[src/rtl/pipe_pkg.sv]
// Shared types for the decode->execute pipeline register.
//   de_ctrl_t           : control bundle carried from decode to execute
//   de_state_e          : occupancy of the elastic stage (EMPTY / ONE / TWO)
//   DE_SIDE_EFFECT_MASK : control bits that must read 0 while ValidE=0
package pipe_pkg;

  localparam int DE_WA_W     = 4;
  localparam int DE_ALUCTL_W = 3;

  typedef struct packed {
    logic                   PCSrc;
    logic                   RegWrite;
    logic                   MemToReg;
    logic                   MemWrite;
    logic                   Branch;
    logic                   ALUSrc;
    logic                   FlagWrite;
    logic [DE_ALUCTL_W-1:0] ALUControl;
    logic [3:0]             Cond;
    logic [DE_WA_W-1:0]     WA3;
  } de_ctrl_t;

  typedef enum logic [1:0] {
    EMPTY = 2'd0,
    ONE   = 2'd1,
    TWO   = 2'd2
  } de_state_e;

  // Fields that commit architectural state; forced low on a bubble so a stale
  // payload can never write the register file, memory, flags or PC.
  localparam de_ctrl_t DE_SIDE_EFFECT_MASK = '{
    PCSrc:      1'b1,
    RegWrite:   1'b1,
    MemToReg:   1'b0,
    MemWrite:   1'b1,
    Branch:     1'b1,
    ALUSrc:     1'b0,
    FlagWrite:  1'b1,
    ALUControl: '0,
    Cond:       '0,
    WA3:        '0
  };

endpackage

[src/rtl/reg_de_elastic_if.sv]
// Decode->execute handshake/payload bundle.
//   slave  : the pipeline stage (takes decode side, drives execute side)
//   master : the environment (drives decode side and ReadyE)
interface reg_de_elastic_if import pipe_pkg::*; #(
  parameter int SIZE    = 32,
  parameter int FLAGS_W = 4
);
  logic               ValidD;
  logic               ReadyD;
  de_ctrl_t           CtrlD;
  logic [FLAGS_W-1:0] FlagsD;
  logic [SIZE-1:0]    RD1;
  logic [SIZE-1:0]    RD2;
  logic [SIZE-1:0]    ExtImmD;

  logic               ValidE;
  logic               ReadyE;
  de_ctrl_t           CtrlE;
  logic [FLAGS_W-1:0] FlagsE;
  logic [SIZE-1:0]    RE1;
  logic [SIZE-1:0]    RE2;
  logic [SIZE-1:0]    ExtImmE;

  modport slave (
    input  ValidD, CtrlD, FlagsD, RD1, RD2, ExtImmD, ReadyE,
    output ReadyD, ValidE, CtrlE, FlagsE, RE1, RE2, ExtImmE
  );

  modport master (
    output ValidD, CtrlD, FlagsD, RD1, RD2, ExtImmD, ReadyE,
    input  ReadyD, ValidE, CtrlE, FlagsE, RE1, RE2, ExtImmE
  );
endinterface

[src/rtl/pipe_skid_buf.sv]
// Generic elastic register on a flattened payload.
//   SKID_EN=1: main + skid entry, in_ready is a pure register output.
//   SKID_EN=0: main entry only, in_ready = ~out_valid | out_ready.
// Ports: CLK, RST (async, active high), CLR (sync flush),
//        in_valid/in_ready/in_data (upstream), out_valid/out_ready/out_data (downstream).
//
// state | meaning
// EMPTY | nothing held
// ONE   | main entry valid
// TWO   | main and skid valid, upstream stalled (SKID_EN=1 only)
module pipe_skid_buf import pipe_pkg::*; #(
  parameter int W       = 32,
  parameter bit SKID_EN = 1'b1
) (
  input  logic         CLK,
  input  logic         RST,
  input  logic         CLR,
  input  logic         in_valid,
  output logic         in_ready,
  input  logic [W-1:0] in_data,
  output logic         out_valid,
  input  logic         out_ready,
  output logic [W-1:0] out_data
);

  de_state_e    state;
  logic [W-1:0] main_q;
  logic [W-1:0] skid_q;
  logic         ready_q;
  logic         valid_q;
  logic         accept;
  logic         consume;

  assign in_ready  = SKID_EN ? ready_q : (~valid_q | out_ready);
  assign out_valid = valid_q;
  assign out_data  = main_q;
  assign accept    = in_valid & in_ready;
  assign consume   = valid_q & out_ready;

  always_ff @(posedge CLK or posedge RST) begin
    if (RST) begin
      state   <= EMPTY;
      main_q  <= '0;
      skid_q  <= '0;
      ready_q <= 1'b1;
      valid_q <= 1'b0;
    end else if (CLR) begin
      // Flush wins over both accept and consume; payload is left as don't-care.
      state   <= EMPTY;
      ready_q <= 1'b1;
      valid_q <= 1'b0;
    end else begin
      case (state)
        EMPTY: begin
          if (accept) begin
            main_q  <= in_data;
            valid_q <= 1'b1;
            state   <= ONE;
          end
        end
        ONE: begin
          if (accept && !consume) begin
            // Only reachable with the skid entry present: without it, in_ready
            // in ONE already implies consume.
            skid_q  <= in_data;
            ready_q <= 1'b0;
            state   <= TWO;
          end else if (accept && consume) begin
            main_q  <= in_data;
          end else if (consume) begin
            valid_q <= 1'b0;
            state   <= EMPTY;
          end
        end
        TWO: begin
          if (consume) begin
            main_q  <= skid_q;
            ready_q <= 1'b1;
            state   <= ONE;
          end
        end
        default: begin
          state   <= EMPTY;
          ready_q <= 1'b1;
          valid_q <= 1'b0;
        end
      endcase
    end
  end

endmodule

[src/rtl/reg_de_elastic.sv]
// Decode->execute pipeline register: valid/ready handshake, skid buffering,
// synchronous flush (CLR) and bubble gating of side-effect control bits.
// Ports: CLK, RST (async, active high), CLR (sync flush),
//        bus (reg_de_elastic_if.slave): ValidD/ReadyD/CtrlD/FlagsD/RD1/RD2/ExtImmD in,
//        ValidE/ReadyE/CtrlE/FlagsE/RE1/RE2/ExtImmE out.
module reg_de_elastic import pipe_pkg::*; #(
  parameter int SIZE     = 32,
  parameter int WA_W     = DE_WA_W,
  parameter int ALUCTL_W = DE_ALUCTL_W,
  parameter int FLAGS_W  = 4,
  parameter bit SKID_EN  = 1'b1
) (
  input  logic             CLK,
  input  logic             RST,
  input  logic             CLR,
  reg_de_elastic_if.slave  bus
);

  // Seven single-bit controls + ALUControl + 4-bit Cond + WA3.
  localparam int CTRL_W = 11 + ALUCTL_W + WA_W;
  localparam int PW     = CTRL_W + FLAGS_W + 3 * SIZE;

  logic [PW-1:0] pay_d;
  logic [PW-1:0] pay_e;
  de_ctrl_t      ctrl_e;
  logic          valid_e;

  assign pay_d = {bus.CtrlD, bus.FlagsD, bus.RD1, bus.RD2, bus.ExtImmD};

  pipe_skid_buf #(
    .W       (PW),
    .SKID_EN (SKID_EN)
  ) u_skid (
    .CLK       (CLK),
    .RST       (RST),
    .CLR       (CLR),
    .in_valid  (bus.ValidD),
    .in_ready  (bus.ReadyD),
    .in_data   (pay_d),
    .out_valid (valid_e),
    .out_ready (bus.ReadyE),
    .out_data  (pay_e)
  );

  assign {ctrl_e, bus.FlagsE, bus.RE1, bus.RE2, bus.ExtImmE} = pay_e;
  assign bus.ValidE = valid_e;
  assign bus.CtrlE  = valid_e ? ctrl_e : de_ctrl_t'(ctrl_e & ~DE_SIDE_EFFECT_MASK);

endmodule

[src/flat_wrapper.sv]
// flat-port wrapper written by rule: the top's interface ports become plain ports
module reg_de_elastic_flat import pipe_pkg::*;
#(
  parameter int SIZE     = 32,
  parameter int WA_W     = DE_WA_W,
  parameter int ALUCTL_W = DE_ALUCTL_W,
  parameter int FLAGS_W  = 4,
  parameter bit SKID_EN  = 1'b1
)
  (CLK, RST, CLR, bus_ValidD, bus_CtrlD, bus_FlagsD, bus_RD1, bus_RD2, bus_ExtImmD, bus_ReadyE, bus_ReadyD, bus_ValidE, bus_CtrlE, bus_FlagsE, bus_RE1, bus_RE2, bus_ExtImmE);
  reg_de_elastic_if #(.SIZE(SIZE), .FLAGS_W(FLAGS_W)) bus_i ();
  input  logic CLK;
  input  logic RST;
  input  logic CLR;
  input wire logic [$bits(bus_i.ValidD)-1:0] bus_ValidD;
  input wire logic [$bits(bus_i.CtrlD)-1:0] bus_CtrlD;
  input wire logic [$bits(bus_i.FlagsD)-1:0] bus_FlagsD;
  input wire logic [$bits(bus_i.RD1)-1:0] bus_RD1;
  input wire logic [$bits(bus_i.RD2)-1:0] bus_RD2;
  input wire logic [$bits(bus_i.ExtImmD)-1:0] bus_ExtImmD;
  input wire logic [$bits(bus_i.ReadyE)-1:0] bus_ReadyE;
  output wire logic [$bits(bus_i.ReadyD)-1:0] bus_ReadyD;
  output wire logic [$bits(bus_i.ValidE)-1:0] bus_ValidE;
  output wire logic [$bits(bus_i.CtrlE)-1:0] bus_CtrlE;
  output wire logic [$bits(bus_i.FlagsE)-1:0] bus_FlagsE;
  output wire logic [$bits(bus_i.RE1)-1:0] bus_RE1;
  output wire logic [$bits(bus_i.RE2)-1:0] bus_RE2;
  output wire logic [$bits(bus_i.ExtImmE)-1:0] bus_ExtImmE;
  assign bus_i.ValidD = bus_ValidD;
  assign bus_i.CtrlD = bus_CtrlD;
  assign bus_i.FlagsD = bus_FlagsD;
  assign bus_i.RD1 = bus_RD1;
  assign bus_i.RD2 = bus_RD2;
  assign bus_i.ExtImmD = bus_ExtImmD;
  assign bus_i.ReadyE = bus_ReadyE;
  assign bus_ReadyD = bus_i.ReadyD;
  assign bus_ValidE = bus_i.ValidE;
  assign bus_CtrlE = bus_i.CtrlE;
  assign bus_FlagsE = bus_i.FlagsE;
  assign bus_RE1 = bus_i.RE1;
  assign bus_RE2 = bus_i.RE2;
  assign bus_ExtImmE = bus_i.ExtImmE;
  reg_de_elastic #(.SIZE(SIZE), .WA_W(WA_W), .ALUCTL_W(ALUCTL_W), .FLAGS_W(FLAGS_W), .SKID_EN(SKID_EN)) u_core (.CLK(CLK), .RST(RST), .CLR(CLR), .bus(bus_i));
endmodule
[config.mk]
export PLATFORM = sky130hd
export DESIGN_NAME = reg_de_elastic_flat
export DESIGN_NICKNAME = d
export VERILOG_FILES = /design/src/rtl/pipe_pkg.sv /design/src/rtl/reg_de_elastic_if.sv /design/src/rtl/pipe_skid_buf.sv /design/src/rtl/reg_de_elastic.sv /design/src/flat_wrapper.sv
export SDC_FILE = /design/constraint.sdc
export NUM_CORES = 1
export LEC_CHECK = 0
export BUFFER_PORTS_ARGS = -buffer_cell sky130_fd_sc_hd__buf_2
export CAP_MARGIN = 5
export CORE_AREA = 3 3 138 173
export CTS_CLUSTER_DIAMETER = 80
export DETAILED_ROUTE_END_ITERATION = 12
export DIE_AREA = 0 0 141 176
export MAX_ROUTING_LAYER = met4
export PLACE_DENSITY = 0.87
export SLEW_MARGIN = 20
export SYNTH_ARGS = -nofsm -noshare
export SYNTH_HDL_FRONTEND = slang
export SYNTH_HIERARCHICAL = 1
export SYNTH_SLANG_ARGS = --single-unit
[constraint.sdc]
create_clock -name CLK -period 24.4 [get_ports CLK]
set_input_delay 3.66 -clock CLK [delete_from_list [all_inputs] [get_ports CLK]]
set_output_delay 3.66 -clock CLK [all_outputs]
set_load 0.02 [all_outputs]
==> results of run 1 <==
## cell usage in the layout, fill, tap and decap left out, types with 2 or more instances in the layout
master and n:
buf_2 241, dfrtp_1 237, a21oi_1 120, and3b_1 119
a211oi_1 118, a22oi_1 118, mux2_2 99, clkbuf_16 25
mux2_4 20, buf_4 13, clkbuf_8 7, diode_2 5
clkbuf_1 5, and2_1 5, bufinv_16 3, nand2_1 3
and3b_4 2, a21o_1 2, dfrtp_4 2
## registers in the layout (all words and copies together) (netlist names)
register	count
u_core/u_skid/in_ready	1
u_core/u_skid/out_data	118
u_core/u_skid/out_valid	1
u_core/u_skid/skid_q	118
u_core/u_skid/state	2
## worst max path at each step
| stage | slack, ns | end | depth (start not counted) |
|---|---|---|---|
| 6_report | 18.36 | u_core/u_skid/skid_q[24]$_DFFE_PP0P_ | 5 |
| 5_1_grt | 18.18 | u_core/u_skid/skid_q[96]$_DFFE_PP0P_ | 5 |
| 4_1_cts | 18.37 | u_core/u_skid/skid_q[106]$_DFFE_PP0P_ | 5 |
| 3_5_place_dp | 17.82 | u_core/u_skid/skid_q[96]$_DFFE_PP0P_ | 5 |
| 3_3_place_gp | 17.86 | u_core/u_skid/skid_q[31]$_DFFE_PP0P_ | 5 |
| 2_1_floorplan | 14.15 | u_core/u_skid/out_data[0]$_DFFE_PP0P_ | 1 |
## logic make-up after synthesis
family                 Yosys count  share of synthesized area
and+or+nand+nor                136                     0.0997
muxes                          119                      0.123
AOI/OAI and AO/OA              365                      0.211
DFF                            240                      0.520
buffers and inverters          122                     0.0458
## power by group
group / internal, mW / switching, mW
Sequential: 0.595 / 0.111
Combinational: 0.265 / 0.352
Clock: 0.241 / 0.156
Total: 1.10 / 0.619
## layer usage
metal  global-route usage  wire, um
met1                0.325     12900
met3               0.0303      1670
met4               0.0836      1010
met5                    -         0
met2                0.402     15300
## final cells by class
cell class | count | area share
antenna | 5 | 0.000920
clock buffer | 37 | 0.0545
clock inverter | 6 | 0.00819
inverter | 2 | 0.00110
multi-input combinational | 620 | 0.371
sequential | 240 | 0.442
tap | 283 | 0.0260
timing repair buffer | 254 | 0.0959
==> qor.csv, run 1 <==
stage,metric,value,unit
final_layout,layout cells sized above 1,0.364,
final_layout,utilization after layout,0.608,
sta,Slew headroom,0.258,
synth,"Avg Cell Area, Syn",11.8,um^2
flow_run,Max-cap violations,0,
sta,PnR worst setup slack,18.36,ns
clocking,Num CTS Buffers,25,
synth,top-count cell post-synth,dfrtp_1,
synth,Yosys top cell by area,dfrtp_1,
clocking,H-tree depth,1,
critical_path,RR Endpoint,u_core/u_skid/skid_q[45]$_DFFE_PP0P_,
clocking,Clock Path Buffers,3,
final_layout,cell area after layout,13600,um^2
floorplanning,Ports,243,
synth,top post-synthesis cells by count,"239 x dfrtp_1, 121 x and3b_1, 120 x a21oi_1",
critical_path,flop-to-flop setup slack,20.95,ns
critical_path,CP Cell Sequence,buf_4 > a21oi_1 > nand3_4 > buf_4 > mux2_2,
sta,final hold violations,0,
detailed_routing,Routed WL,30800,um
detailed_routing,first-pass iteration count of the detailed router,5,
clocking,clk slew on worst S/H paths,0.06,ns
synth,Post-synth EDFFs,0,
critical_path,family with the most delay on the worst path,buffers and inverters,
floorplanning,Die Ht,176,um
placed_design,number of port buffers,242,
critical_path,CP Launch Type,primary input,
final_layout,synthesis-to-finish area growth,17.8,%
critical_path,worst path bufs/invs,2,
critical_path,"Top cell by count, worst path",buf_4,
critical_path,Critical R2R Launch,u_core/u_skid/state[1]$_DFFE_PP0P_,
sta,Final period util,0.248,
clocking,Clock Latency Late Sink,0.51,ns
placed_design,HPWL Detailed,18000,um
power_and_ir_drop,pwr dens,127,nW/um^2
global_route,first-pass GRT wire length,49300,um
detailed_routing,via/cell ratio,6.21,
synth,"FFs w/ async S/R, synth",1.00,
synth,"Top FF cell, synth",dfrtp_1,
detailed_routing,Vias,8990,
placed_design,Placer Congestion,0.785,
placed_design,cell total after placement,1399,
synth,Mapped Area,11500,um^2
run_status,status,completed,
power_and_ir_drop,P_leak,6.33,nW
clocking,PostCTS Resize Cnt,0,
clocking,clk sinks,240,
power_and_ir_drop,PnR Total Power,1.72,mW
sta,Final Max Slew Viols,0,
final_layout,"non-filler cells, final",1447,
floorplanning,core region area,22400,um^2
critical_path,crit path DAT,6.43,ns
critical_path,Worst Reg-to-Reg Cells,4,
detailed_routing,Residual DRC,0,
synth,sequential fraction of the synthesis area,0.520,
global_route,gr ovfl total,0,
hold_path,Worst Hold Endpoint,u_core/u_skid/skid_q[74]$_DFFE_PP0P_,
floorplanning,Die Wd,141,um
sta,f_max,166,MHz
global_route,GRT Total Usage,0.247,
hold_path,worst hold path type,flip-flop to flip-flop,
clocking,hold-fix buffers at CTS,0,
power_and_ir_drop,Peak VDD IR,71.8,uV
global_route,antenna violations before repair,5,
final_layout,Final #Nets,1266,
sta,Fin Clk Skew,0.00684,ns
final_layout,FF/Latch Area,6010,um^2
placed_design,Place WS,17.82,ns
clocking,cell at the root of the clock tree,clkbuf_16,
clocking,Post-CTS Setup Bufs,0,
final_layout,layout filler cell count,1786,
synth,YS warnings,6,
sta,clock period minus worst slack,6.04,ns
detailed_routing,detail-routed net length per standard cell,21.3,um
global_route,largest net degree at the start of global routing,99,
sta,Worst Hold Slack,0.496,ns
critical_path,Crit path largest cell delay,0.88,ns
detailed_routing,DRT iter0 DRCs,750,
synth,register bit total from synthesis,240,
final_layout,area of the multi-input gates,5040,um^2
sta,Least-Margin Pin Slew,1.11,ns
floorplanning,Starting Density,0.516,
sta,Setup TNS,0,ns
critical_path,CP Capture Type,flip-flop,
synth,synthesized net count,1105,
synth,count of cell types in the netlist,30,
global_route,number of global-route vias before repair,9226,
floorplanning,number of core rows,61,
critical_path,Setup crit start,CLR,
clocking,CTS tree,done,
floorplanning,Die Area,24800,um^2
critical_path,crit-path max FO,68,
placed_design,Post-DP Area,12700,um^2
hold_path,hold path start,u_core/u_skid/skid_q[74]$_DFFE_PP0P_,
synth,top cell type's share of synthesized area,0.518,
hold_path,Cells on Worst Hold Path,1,
critical_path,kind of critical path,primary input to flip-flop,
critical_path,required time worst endpoint,24.79,ns
critical_path,CP max-delay cell,buf_4,
sta,RSZ-0062 raised after global routing,no,
synth,Mapped Cells,982,
sta,"Setup violations, final",0,
synth,synth top area cells,"dfrtp_1 52%, mux2_2 9.7%, and3b_1 9.2%, a211oi_1 7.7%, a22oi_1 7.7%",
detailed_routing,"antenna viol nets, final",0,
Note: power is estimated with default switching activity, not from simulation.
==> run 2: changes to the inputs <==
--- a/config.mk
+++ b/config.mk
@@ -5,12 +5,13 @@
 export SDC_FILE = /design/constraint.sdc
 export NUM_CORES = 1
 export LEC_CHECK = 0
+export ABC_AREA = 1
 export BUFFER_PORTS_ARGS = -buffer_cell sky130_fd_sc_hd__buf_2
 export CAP_MARGIN = 5
-export CORE_AREA = 3 3 138 173
+export CORE_AREA = 3 3 137 172
 export CTS_CLUSTER_DIAMETER = 80
 export DETAILED_ROUTE_END_ITERATION = 12
-export DIE_AREA = 0 0 141 176
+export DIE_AREA = 0 0 140 175
 export MAX_ROUTING_LAYER = met4
 export PLACE_DENSITY = 0.87
 export SLEW_MARGIN = 20
==> constraint.sdc (replaced) <==
create_clock -name CLK -period 5.8 [get_ports CLK]
set_input_delay 0.87 -clock CLK [delete_from_list [all_inputs] [get_ports CLK]]
set_output_delay 0.87 -clock CLK [all_outputs]
set_load 0.02 [all_outputs]
==> run 2 against run 1 <==
Effect of this change:
- cell count rose by 34%
- count of clock-buffer cells in the layout fell by 3
- first-iteration DRC count rose by 48%
- synthesized cell count rose by 51%
- register-to-register slack got worse by 19 ns
- sequential share of layout area rose by 0.62 points
- core utilization fell by 0.26 points
- hold slack got worse by 0.033 ns
==> qor.csv, run 2 <==
stage,metric,value,unit
floorplanning,Die Wd,140,um
floorplanning,Die Area,24500,um^2
synth,"Avg Cell Area, Syn",7.69,um^2
detailed_routing,via/cell ratio,5.69,
sta,final hold violations,0,
global_route,antenna violations before repair,5,
critical_path,flop-to-flop setup slack,2.26,ns
critical_path,RR Endpoint,u_core/u_skid/out_data[55]$_DFFE_PP0P_,
placed_design,Placer Congestion,0.848,
final_layout,most frequent cells in the layout,"725 x nand2_1, 242 x buf_2, 239 x nand3_1, 238 x dfrtp_1, 120 x nand4_1",
sta,Final period util,0.611,
synth,register bit total from synthesis,240,
critical_path,crit path DAT,3.98,ns
global_route,number of global-route vias before repair,10700,
flow_run,Max-cap violations,0,
detailed_routing,"antenna viol nets, final",0,
floorplanning,Starting Density,0.514,
sta,Slew headroom,0.358,
floorplanning,Die Ht,175,um
critical_path,Worst Reg-to-Reg Cells,6,
sta,"Setup violations, final",0,
critical_path,Setup crit end,u_core/u_skid/out_data[55]$_DFFE_PP0P_,
sta,Final Max Slew Viols,0,
detailed_routing,first-pass iteration count of the detailed router,6,
synth,top post-synthesis cells by count,"726 x nand2_1, 240 x nand3_1, 239 x dfrtp_1",
hold_path,worst hold path type,flip-flop to flip-flop,
clocking,PostCTS Resize Cnt,0,
sta,clock period minus worst slack,3.54,ns
final_layout,Final #Nets,1757,
clocking,Clock Latency Late Sink,0.53,ns
clocking,clk slew on worst S/H paths,0.06,ns
synth,"FFs w/ async S/R, synth",1.00,
clocking,H-tree depth,1,
global_route,largest net degree at the start of global routing,158,
critical_path,CP Capture Type,flip-flop,
global_route,GRT Total Usage,0.263,
synth,Yosys top cell by area,dfrtp_1,
critical_path,crit-path max FO,66,
critical_path,Setup crit start,u_core/u_skid/state[1]$_DFFE_PP0P_,
synth,"Top FF cell, synth",dfrtp_1,
synth,synthesized net count,1602,
critical_path,kind of critical path,flip-flop to flip-flop,
power_and_ir_drop,Peak VDD IR,329,uV
clocking,cell at the root of the clock tree,clkbuf_16,
clocking,hold-fix buffers at CTS,0,
final_layout,layout cells sized above 1,0.187,
critical_path,CP Launch Type,flip-flop,
synth,top cell type's share of synthesized area,0.526,
synth,count of cell types in the netlist,20,
final_layout,"commonest non-fill, non-tap cell in the layout",nand2_1,
floorplanning,number of core rows,61,
sta,Fin Clk Skew,0.0249,ns
global_route,gr ovfl total,0,
clocking,Num CTS Buffers,25,
final_layout,synthesis-to-finish area growth,17.7,%
detailed_routing,Vias,11000,
detailed_routing,Routed WL,32400,um
placed_design,number of port buffers,242,
placed_design,HPWL Detailed,19500,um
synth,synth top area cells,"dfrtp_1 53%, nand2_1 24%, nand3_1 11%, nand4_1 6.6%, clkbuf_1 2.1%",
floorplanning,core region area,22100,um^2
clocking,clk sinks,240,
critical_path,Critical R2R Launch,u_core/u_skid/state[1]$_DFFE_PP0P_,
critical_path,required time worst endpoint,6.24,ns
synth,Mapped Area,11400,um^2
sta,Least-Margin Pin Slew,0.962,ns
synth,sequential fraction of the synthesis area,0.528,
clocking,Clock Path Buffers,3,
clocking,Post-CTS Setup Bufs,0,
power_and_ir_drop,pwr dens,560,nW/um^2
power_and_ir_drop,P_leak,7.60,nW
clocking,CTS tree,done,
synth,Post-synth EDFFs,0,
synth,top-count cell post-synth,nand2_1,
sta,f_max,282,MHz
run_status,status,completed,
global_route,first-pass GRT wire length,53000,um
placed_design,Post-DP Area,12600,um^2
sta,RSZ-0062 raised after global routing,no,
floorplanning,Ports,243,
synth,Mapped Cells,1479,
synth,YS warnings,6,
detailed_routing,DRT iter0 DRCs,1112,
sta,Setup TNS,0,ns
detailed_routing,Residual DRC,0,
detailed_routing,detail-routed net length per standard cell,16.7,um
final_layout,cell area after layout,13400,um^2
[run 2: changes by cell type after synthesis, sizes merged, moves of 119 or more]
cell	delta
nand2	+724
nand3	+239
and3b	-121
nand4	+120
a21oi	-119
mux2	-119
[run 2: report_power, final]
part           internal [mW]  switching (mW)  total, mW  leakage, nW
clock                  0.938           0.642       1.58        0.393
combinational          0.847            2.08       2.93         4.22
sequential              2.50           0.498       3.00         2.99
[run 2: kinds of logic after synthesis]
group	after synthesis	share of synthesized area
AO/OA/AOI/OAI	7	0.00374
buffers and inverters	141	0.0547
flip-flops	240	0.528
AND/OR/NAND/NOR	1091	0.414
[run 2: worst min path at each step]
stage	start	endpoint	slack, ns	cells past startpoint
after global placement	u_core/u_skid/out_data[8]$_DFFE_PP0P_	u_core/u_skid/out_data[8]$_DFFE_PP0P_	0.45	2
after floorplan	u_core/u_skid/out_data[111]$_DFFE_PP0P_	u_core/u_skid/out_data[111]$_DFFE_PP0P_	0.44	2
after CTS	u_core/u_skid/out_data[60]$_DFFE_PP0P_	u_core/u_skid/out_data[60]$_DFFE_PP0P_	0.47	2
after detailed placement	u_core/u_skid/out_data[60]$_DFFE_PP0P_	u_core/u_skid/out_data[60]$_DFFE_PP0P_	0.45	2
after global routing	u_core/u_skid/out_data[33]$_DFFE_PP0P_	u_core/u_skid/out_data[33]$_DFFE_PP0P_	0.48	2
final	u_core/u_skid/out_data[9]$_DFFE_PP0P_	u_core/u_skid/out_data[9]$_DFFE_PP0P_	0.46	2
[run 2: layout make-up]
cell class	instances	area (um^2)
Multi-Input combinational cell	1098	4810
Fill cell	1943	8740
Tap cell	283	354
Clock buffer	34	709
Sequential cell	240	6010
Clock inverter	7	91.3
Antenna cell	5	12.5
Timing Repair Buffer	258	1360
Inverter	11	48.8
[run 2: per-layer routing]
layer  share of wire  global-route usage
met4           0.040               0.116
met1            0.39               0.336
met5               0                   -
met3           0.074              0.0290
met2            0.50               0.428
[run 2: critical path, cell delays in order, from the launching register on]
cell and delay [ns]:
dfrtp_4 0.93, buf_4 0.73, o21ai_4 0.31, nand3_4 0.59
buf_4 0.66, nand2_1 0.11, nand2_1 0.11
[run 2: through the flow]
step	setup WS [ns]	hold slack, ns	instances	power [mW]	util
2_1_floorplan	1.78	0.442	1479	4.96	-
3_3_place_gp	2.07	0.449	1889	5.79	0.567
3_5_place_dp	1.98	0.453	1889	5.92	0.567
4_1_cts	2.25	0.469	1930	7.52	0.604
5_1_grt	1.91	0.480	1936	8.03	0.605
6_report	2.26	0.463	1936	7.51	0.605
==> run 3: changes to the inputs <==
--- a/config.mk
+++ b/config.mk
@@ -5,13 +5,13 @@
 export SDC_FILE = /design/constraint.sdc
 export NUM_CORES = 1
 export LEC_CHECK = 0
-export ABC_AREA = 1
+export ABC_AREA = 0
 export BUFFER_PORTS_ARGS = -buffer_cell sky130_fd_sc_hd__buf_2
 export CAP_MARGIN = 5
-export CORE_AREA = 3 3 137 172
+export CORE_AREA = 3 3 138 173
 export CTS_CLUSTER_DIAMETER = 80
 export DETAILED_ROUTE_END_ITERATION = 12
-export DIE_AREA = 0 0 140 175
+export DIE_AREA = 0 0 141 176
 export MAX_ROUTING_LAYER = met4
 export PLACE_DENSITY = 0.87
 export SLEW_MARGIN = 20
==> constraint.sdc (replaced) <==
create_clock -name CLK -period 3.4 [get_ports CLK]
set_input_delay 0.51 -clock CLK [delete_from_list [all_inputs] [get_ports CLK]]
set_output_delay 0.51 -clock CLK [all_outputs]
set_load 0.02 [all_outputs]
==> run 3 against run 2 <==
Effect of this change:
- cell count down 25%
- count of clock-buffer cells in the layout unchanged
- clock power rose by 80%
- register-to-register slack got worse by 1.4 ns
- clock skew down 0.014 ns
- global-route usage is 0.97 points lower
- worst setup slack lost 1.4 ns
- hold slack worse by 0.28 ns
- first-iteration DRC count shrank 42%
- total power rose by 65%
- core utilization rose by 1.2 points
- sequential power up 70%
==> qor.csv, run 3 (synthesis results as in run 1) <==
stage,metric,value,unit
power_and_ir_drop,P_leak,6.43,nW
power_and_ir_drop,PnR Total Power,12.4,mW
sta,RSZ-0062 raised after global routing,no,
detailed_routing,Vias,9115,
critical_path,worst path bufs/invs,1,
detailed_routing,first-pass iteration count of the detailed router,5,
sta,Final Max Slew Viols,0,
flow_run,Max-cap violations,0,
floorplanning,Starting Density,0.516,
power_and_ir_drop,Reg power frac,0.412,
placed_design,Place WS,0.884,ns
hold_path,worst hold path type,primary input to async pin,
power_and_ir_drop,P_sw,4.47,mW
global_route,first-pass GRT wire length,50400,um
clocking,clk slew on worst S/H paths,0.07,ns
global_route,gr ovfl total,0,
placed_design,HPWL Detailed,18900,um
detailed_routing,via/cell ratio,6.24,
sta,Fin Clk Skew,0.0113,ns
clocking,hold-fix buffers at CTS,0,
critical_path,Crit path largest cell delay,0.71,ns
critical_path,CP Launch Type,flip-flop,
final_layout,"commonest non-fill, non-tap cell in the layout",buf_2,
clocking,PostCTS Resize Cnt,0,
clocking,Clock Latency Late Sink,0.53,ns
critical_path,required time worst endpoint,3.80,ns
clocking,Post-CTS Setup Bufs,0,
clocking,Num CTS Buffers,25,
critical_path,kind of critical path,flip-flop to flip-flop,
floorplanning,Die Ht,176,um
floorplanning,number of core rows,61,
placed_design,number of port buffers,242,
sta,Slew headroom,0.364,
placed_design,Placer Congestion,0.858,
detailed_routing,Residual DRC,0,
critical_path,CP Capture Type,flip-flop,
critical_path,CP max-delay cell,dfrtp_4,
final_layout,layout cells sized above 1,0.373,
final_layout,area of the multi-input gates,5040,um^2
global_route,largest net degree at the start of global routing,70,
clocking,clk sinks,240,
sta,Worst Hold Slack,0.182,ns
critical_path,family with the most delay on the worst path,simple AND/OR/NAND/NOR gates,
final_layout,most frequent cells in the layout,"241 x buf_2, 237 x dfrtp_1, 120 x a21oi_1, 119 x and3b_1",
detailed_routing,"antenna viol nets, final",0,
final_layout,layout filler cell count,1745,
sta,f_max,400,MHz
detailed_routing,detail-routed net length per standard cell,21.4,um
global_route,antenna violations before repair,4,
clocking,Clock Path Buffers,3,
global_route,number of global-route vias before repair,9643,
sta,clock period minus worst slack,2.50,ns
sta,final hold violations,0,
run_status,status,completed,
detailed_routing,Routed WL,31300,um
critical_path,CP Cell Sequence,and3b_4 > nand3_4 > buf_4 > mux2_2,
floorplanning,Ports,243,
final_layout,Final #Nets,1278,
floorplanning,Die Area,24800,um^2
clocking,H-tree depth,1,
placed_design,cell total after placement,1411,
final_layout,FF/Latch Area,6010,um^2
power_and_ir_drop,Sw Share,0.361,
floorplanning,core region area,22400,um^2
detailed_routing,DRT iter0 DRCs,640,
final_layout,"non-filler cells, final",1461,
floorplanning,Die Wd,141,um
sta,"Setup violations, final",0,
power_and_ir_drop,Clock Power Share,0.230,
clocking,CTS tree,done,
power_and_ir_drop,internal power,7.90,mW
power_and_ir_drop,Peak VDD IR,661,uV
sta,Least-Margin Pin Slew,0.953,ns
sta,Final period util,0.734,
power_and_ir_drop,pwr dens,896,nW/um^2
sta,PnR worst setup slack,0.903,ns
global_route,GRT Total Usage,0.254,
final_layout,synthesis-to-finish area growth,19.5,%
critical_path,crit path DAT,2.90,ns
power_and_ir_drop,Comb pwr share,0.358,
clocking,cell at the root of the clock tree,clkbuf_16,
critical_path,crit-path max FO,59,
## run 3: cell count changes in the layout (fill, tap and decap cells not counted), moves of 7 or more
cell and delta:
a211oi_1 +118, nand4_1 -120, nand2_1 -722, nand3_1 -239, and3b_1 +119, inv_1 -7
mux2_4 +20, buf_12 +8, a22oi_1 +118, mux2_2 +99, a21oi_1 +120
## run 3: path summary, 6_finish.rpt
check | cells after the start | slack (ns) | end | from
max in group asynchronous | 3 | 2.33 | u_core/u_skid/skid_q[27]$_DFFE_PP0P_ | RST
worst min-delay path | 2 | 0.18 | u_core/u_skid/out_data[62]$_DFFE_PP0P_ | RST
worst max-delay path | 4 | 0.90 | u_core/u_skid/skid_q[4]$_DFFE_PP0P_ | u_core/u_skid/state[1]$_DFFE_PP0P_
worst min register to register | 1 | 0.50 | u_core/u_skid/skid_q[103]$_DFFE_PP0P_ | u_core/u_skid/skid_q[103]$_DFFE_PP0P_
worst max register to register | 4 | 0.90 | u_core/u_skid/skid_q[4]$_DFFE_PP0P_ | u_core/u_skid/state[1]$_DFFE_PP0P_
min in group CLK | 2 | 0.23 | u_core/u_skid/skid_q[65]$_DFFE_PP0P_ | bus_RD1[1]
## run 3: cell type report
cell class              instances  share of cell area
well taps                     283              0.0257
inverters                       2            0.000816
multi-input cells             620               0.366
clock buffers                  34              0.0514
clock inverters                12              0.0106
flip-flops and latches        240               0.436
diodes                          4            0.000726
repair buffers                266               0.109
## run 3: per-layer routing
layer	GRT usage	vias to the layer above	share of wire
li1	-	4087	-
met1	0.311	4582	0.40
met2	0.420	356	0.49
met3	0.0371	90	0.063
met4	0.113	0	0.041
met5	-	-	0
## run 3: stage by stage
step,cell area [um^2],utilization,setup TNS [ns]
final,13800,0.617,0
after global routing,13800,0.617,0
after detailed placement,12900,0.578,0
after floorplan,11500,-,-61.43
after CTS,13800,0.616,0
after global placement,12900,0.578,0
## run 3: power groups by stage
| stage | logic, mW | clock network [mW] | registers [mW] |
|---|---|---|---|
| floorplan | 2.29 | 0 | 5.72 |
| global placement | 4.31 | 0 | 5.02 |
| detailed placement | 4.46 | 0 | 5.09 |
| CTS | 4.46 | 2.89 | 5.07 |
| global route | 4.79 | 3.01 | 5.25 |
| finish | 4.43 | 2.84 | 5.09 |
